==> src/rtl/seq_restoring_divider.sv <==
// Multi-cycle unsigned restoring divider: one quotient bit per clock from a
// single shared subtractor, with zero-divisor short-circuit to DONE.
module seq_restoring_divider #(
   parameter int WIDTH = 4
) (
   input  logic             clk,
   input  logic             rst_n,
   input  logic             start,
   input  logic [WIDTH-1:0] dividend,
   input  logic [WIDTH-1:0] divisor,
   output logic [WIDTH-1:0] quotient,
   output logic [WIDTH-1:0] remainder,
   output logic             busy,
   output logic             done,
   output logic             div_by_zero
);

   localparam int CW = (WIDTH > 2) ? $clog2(WIDTH) : 1;

   localparam logic [1:0] S_IDLE = 2'd0;
   localparam logic [1:0] S_RUN  = 2'd1;
   localparam logic [1:0] S_DONE = 2'd2;

   logic [1:0]       state_q, state_d;
   logic [WIDTH:0]   p_q, p_d;
   logic [WIDTH-1:0] q_q, q_d;
   logic [WIDTH-1:0] d_q, d_d;
   logic [CW-1:0]    cnt_q, cnt_d;
   logic [WIDTH-1:0] quo_q, quo_d;
   logic [WIDTH-1:0] rem_q, rem_d;
   logic             dbz_q, dbz_d;

   logic [WIDTH:0]   shifted;
   logic [WIDTH:0]   trial;

   always_comb begin
      state_d = state_q;
      p_d     = p_q;
      q_d     = q_q;
      d_d     = d_q;
      cnt_d   = cnt_q;
      quo_d   = quo_q;
      rem_d   = rem_q;
      dbz_d   = dbz_q;
      shifted = {p_q[WIDTH-1:0], q_q[WIDTH-1]};
      trial   = shifted - {1'b0, d_q};

      case (state_q)
         S_IDLE: begin
            if (start) begin
               if (divisor != '0) begin
                  p_d     = '0;
                  q_d     = dividend;
                  d_d     = divisor;
                  cnt_d   = '0;
                  state_d = S_RUN;
               end else begin
                  quo_d   = '1;
                  rem_d   = dividend;
                  dbz_d   = 1'b1;
                  state_d = S_DONE;
               end
            end
         end
         S_RUN: begin
            // A negative trial (MSB set) keeps the shifted value: the restore step.
            if (!trial[WIDTH]) begin
               p_d = trial;
               q_d = {q_q[WIDTH-2:0], 1'b1};
            end else begin
               p_d = shifted;
               q_d = {q_q[WIDTH-2:0], 1'b0};
            end
            cnt_d = cnt_q + CW'(1);
            if (cnt_q == CW'(WIDTH - 1)) begin
               quo_d   = q_d;
               rem_d   = p_d[WIDTH-1:0];
               dbz_d   = 1'b0;
               state_d = S_DONE;
            end
         end
         S_DONE:  state_d = S_IDLE;
         default: state_d = S_IDLE;
      endcase
   end

   always_ff @(posedge clk or negedge rst_n) begin
      if (!rst_n) begin
         state_q <= S_IDLE;
         p_q     <= '0;
         q_q     <= '0;
         d_q     <= '0;
         cnt_q   <= '0;
         quo_q   <= '0;
         rem_q   <= '0;
         dbz_q   <= 1'b0;
      end else begin
         state_q <= state_d;
         p_q     <= p_d;
         q_q     <= q_d;
         d_q     <= d_d;
         cnt_q   <= cnt_d;
         quo_q   <= quo_d;
         rem_q   <= rem_d;
         dbz_q   <= dbz_d;
      end
   end

   assign quotient    = quo_q;
   assign remainder   = rem_q;
   assign div_by_zero = dbz_q;
   assign busy        = (state_q == S_RUN);
   assign done        = (state_q == S_DONE);

endmodule

==> config.mk <==
export PLATFORM = sky130hd
export DESIGN_NAME = seq_restoring_divider
export DESIGN_NICKNAME = d
export VERILOG_FILES = /design/src/rtl/seq_restoring_divider.sv
export SDC_FILE = /design/constraint.sdc
export NUM_CORES = 1
export LEC_CHECK = 0
export CORE_MARGIN = 2
export CORE_UTILIZATION = 35
export CTS_CLUSTER_DIAMETER = 100
export DETAILED_ROUTE_END_ITERATION = 10
export GPL_TIMING_DRIVEN = 0
export HOLD_SLACK_MARGIN = 0.15
export SYNTH_ARGS = -nofsm -noshare
export SYNTH_HDL_FRONTEND = slang
export SYNTH_SLANG_ARGS = --single-unit
==> constraint.sdc <==
create_clock -name clk -period 3.9 [get_ports clk]
set_input_delay 0.585 -clock clk [delete_from_list [all_inputs] [get_ports clk]]
set_output_delay 0.585 -clock clk [all_outputs]
set_load 0.01 [all_outputs]
==> flow_results.org <==
** Clocking
- The clock reaches the later pin of the worst-skew pair after 0.28 ns.
- H-tree levels :: 1
- Count of instances resized after the clock tree is built :: 0
- Hold repair after CTS inserted 0 buffers.
- CTS tree :: done
- Max Buffers Root-to-Sink :: 2
- CTS clk-pin slew, worst paths :: around 0.09 ns
- CTS Root Buffer Type :: sky130_fd_sc_hd__clkbuf_8
- Setup bufs post-CTS :: 0
- CTS buffer count :: 3
- CTS saw 25 sinks.

** Yosys
- Number of unique standard cell types used by synthesis :: 33
- Fraction of synthesis flops using an asynchronous set or reset pin :: 100%
- Among all flip-flop cells after synthesis, the most frequent one is sky130_fd_sc_hd__dfrtp_1.
- Average size of a mapped cell :: 8.85 µm²
- In this run, synthesis inferred 0 flip-flops with an integrated enable.
- After Yosys synthesis, XOR and XNOR cells account for ~2.0% of the synthesized area.
- Post-synthesis mux area share :: 0.759%
- Synthesis produced 149 cells.
- In the post-synthesis netlist, the biggest area contributors are sky130_fd_sc_hd__dfrtp_1 (47%), sky130_fd_sc_hd__nand2_1 (8.3%), sky130_fd_sc_hd__nor2_1 (6.5%).
- The largest total area in the synthesized netlist belongs to sky130_fd_sc_hd__dfrtp_1.
- Synthesized net count :: between 150 and 200
- Share of the synthesized area in compound gates (AO/OA/AOI/OAI) :: 14.6%
- Cell with the most instances after synthesis :: sky130_fd_sc_hd__nand2_1
- In this run the cell area of the synthesized design comes to between 0.001 and 0.0015 mm².
- The Yosys step of the flow raised 0 warnings.
- Adder-Cell Fraction of Synth Area :: between 6 and 7%
- Dominant combinational cell family by area after synthesis :: simple AND/OR/NAND/NOR gates
- Synthesis inferred 25 register bits.
- By count the netlist is led by sky130_fd_sc_hd__nand2_1 (29), sky130_fd_sc_hd__dfrtp_1 (25), sky130_fd_sc_hd__nor2_1 (23).
- Share of the synthesized area in the top cell type :: 47.4%
- Summing the areas of all and, or, nand and nor instances in the mapped netlist gives roughly a quarter of the synthesized area.
- Summing the sequential cell areas from Yosys gives 47.4% of the chip area.

** Worst setup path
- Max incr delay on CP :: 0.57 ns
- Cell with the most instances on the worst path :: sky130_fd_sc_hd__buf_2
- The worst setup path is launched from a flip-flop.
- STA puts the critical path data required time at 3.31 ns.
- Worst path buffer plus inverter count :: 4
- Along the worst path, the maximum fanout reaches 10.
- The signal on the critical path passes through nand2b_2 > inv_2 > buf_2 > buf_2 > clkdlybuf4s50_1.
- The worst setup path is captured at a primary output.
- For this design, the slowest cell found on the critical path is sky130_fd_sc_hd__clkdlybuf4s50_1.
- The worst setup path is of the reg2out kind.
- Crit path DAT :: 2.06 ns
- On the critical path the largest part of the delay comes from buffers and inverters.

** Floorplan
- The floorplan step defined a core boundary enclosing 0.00363 mm².
- Horizontal extent of the die :: 65.4 µm
- The die covers 0.00428 mm².
- Std cell rows :: 22
- Initial standard-cell utilization of the core :: 36.3%
- Die Span Y :: approximately 65 µm
- Boundary pin count :: 22

** Global routing
- The via count of the first global-routing pass was 1153.
- Final global-route overflow total :: 0
- Wire length of the first global-routing pass :: 5.34 mm
- Maximum number of pins on one net before global-route repair :: 26
- Initial antenna violation count :: 0
- Global routing usage summed across all routing layers :: 16.1%

** STA
- The worst path uses 67.9% of the clock period.
- The max-slew violation total from the final report came to 0.
- In the final timing run, aggregate negative setup slack is 0 ns.
- For this run, the top clock speed supported by timing is 378 MHz.
- Final Hold Vio Count :: 0
- At the pin with the least slew margin, the transition time is 1.14 ns.
- Final setup fails :: 0
- Setup repair after global routing left no endpoint under its margin.
- The worst pin sits at a relative slew slack of about a quarter.
- Worst Skew :: 0.00489 ns
- On the final layout, the worst hold slack is 0.480 ns.
- The smallest clock period supported by the final layout is computed as 2.65 ns.

** Routing
- Using the TritonRoute via totals, the vias-per-cell ratio works out to 5.18.
- Detailed Route Iter0 Violations :: 39
- After detailed routing, the wire length on met1 is around 1.4 mm.
- Once detail routing completed, the nets flagged for antenna violations numbered 0.
- In this run the top signal layer used is met4.
- DR vias :: 1150
- In the detailed route, the total length drawn on met2 is 1.47 mm.
- The routed design uses 68 µm of met3 wire.
- For this run, design rule violations remaining after detail routing come to 0.
- In the final routed layout, each cell accounts on average for 13.7 µm.
- Wires add up to 3.04 mm.
- The first detailed-routing pass ran for 4 iterations.

** Layout
- The area growth from synthesis to layout is 24.2%.
- Total non-filler cell area in the finished layout :: 0.00164 mm²
- The net count of the finished layout is 192.
- Summing all multi-input logic gate instances after layout gives 641 µm².
- Across the whole layout, storage elements account for 626 µm².
- Fraction of final layout cells sized beyond drive strength 1 :: 7.47%
- The layout has 393 filler cells.
- 0 antenna diodes ended up in the layout.

** Pwr
- Lkg Pwr :: 0.713 nW
- Worst ir drop on vdd :: 0.308 mV
- Power spread over the standard cell area amounts to 917 mW/mm².

** Placed design
- Final weighted congestion in routability-driven placement :: 0.729
- In this run the tool buffered the top-level ports with 21 buffer cells.
- After detailed placement, the total cell area comes to 0.00159 mm².
- Detailed placement finished with a half-perimeter wire length of 2.30 mm.

** Flow run
- The tool flagged a number of max-cap violations equal to 0.

** Status
- The flow ran to the end, and the final reports show no timing, DRC or antenna violations.

** Worst hold path
- In this run the worst hold path is classified as reg2reg.
[cell families after synthesis]
logic type / Yosys count
multiplexers: 1
flip-flops: 25
AO/OA/AOI/OAI: 30
buffers and inverters: 13
AND/OR/NAND/NOR: 71
XOR/XNOR: 3
adder cells (fa/ha/maj): 6
[state kept, by name, summed over array words and instances, names as in the netlist]
signal,flops
q_q,4
state_q,2
remainder,4
d_q,4
p_q,4
quotient,4
div_by_zero,1
cnt_q,2
[report_power, final]
part,internal (mW),total [mW],switching [mW]
combinational,0.376,0.867,0.491
clock,0.0726,0.162,0.0897
sequential,0.384,0.473,0.0892
total,0.833,1.50,0.670
[layer usage]
| layer | track usage [%] | vias to the layer above |
|---|---|---|
| met5 | 0 | - |
| met4 | 8.85 | 0 |
| met3 | 1.37 | 7 |
| met2 | 26.1 | 25 |
| met1 | 21.4 | 551 |
| li1 | - | 567 |
[final cells by class]
cell class	instances	share of cell area [%]
plain buffers	5	1.38
multi-input cells	111	39.1
repair buffers	21	12.8
clock buffers	3	2.52
clock inverters	1	0.458
flip-flops and latches	25	38.2
inverters	8	1.83
well taps	48	3.67
[per-stage QoR]
step | worst slack [ns] | cells | power, mW | util (%)
floorplan | 1.84 | 149 | 1.05 | -
global placement | 1.57 | 218 | 1.31 | 43.7
detailed placement | 1.57 | 218 | 1.34 | 43.7
CTS | 1.25 | 222 | 1.51 | 45.1
global route | 1.15 | 222 | 1.63 | 45.1
finish | 1.25 | 222 | 1.50 | 45.1
[final timing paths]
check | to | start | cells past startpoint | slack [ns]
worst max-delay path | busy | state_q[1] | 5 | 1.25
max in group asynchronous | cnt_q[1] | rst_n | 1 | 2.31
min in group asynchronous | state_q[0] | rst_n | 1 | 0.91
worst min-delay path | cnt_q[0] | cnt_q[0] | 1 | 0.48
worst min register to register | cnt_q[0] | cnt_q[0] | 1 | 0.48
worst max register to register | remainder[2] | q_q[3] | 8 | 1.54
[layout by cell type (no fill, tap or decap), types with 2 or more instances in the layout]
cell	Yosys	routed
sky130_fd_sc_hd__o21ai_0	5	5
sky130_fd_sc_hd__xnor2_1	2	2
sky130_fd_sc_hd__nand2b_1	2	2
sky130_fd_sc_hd__clkbuf_1	2	2
sky130_fd_sc_hd__a21oi_1	9	9
sky130_fd_sc_hd__nand2_1	29	29
sky130_fd_sc_hd__buf_2	3	3
sky130_fd_sc_hd__a31oi_1	8	8
sky130_fd_sc_hd__nand3_1	5	5
sky130_fd_sc_hd__or3_1	2	2
sky130_fd_sc_hd__and4b_1	3	3
sky130_fd_sc_hd__inv_1	7	7
sky130_fd_sc_hd__nor2_1	23	23
sky130_fd_sc_hd__dfrtp_1	25	25
sky130_fd_sc_hd__a311oi_1	2	2
sky130_fd_sc_hd__clkdlybuf4s50_1	0	21
sky130_fd_sc_hd__ha_1	5	5
sky130_fd_sc_hd__clkbuf_8	0	3
Note: power is estimated with default switching activity, not from simulation.
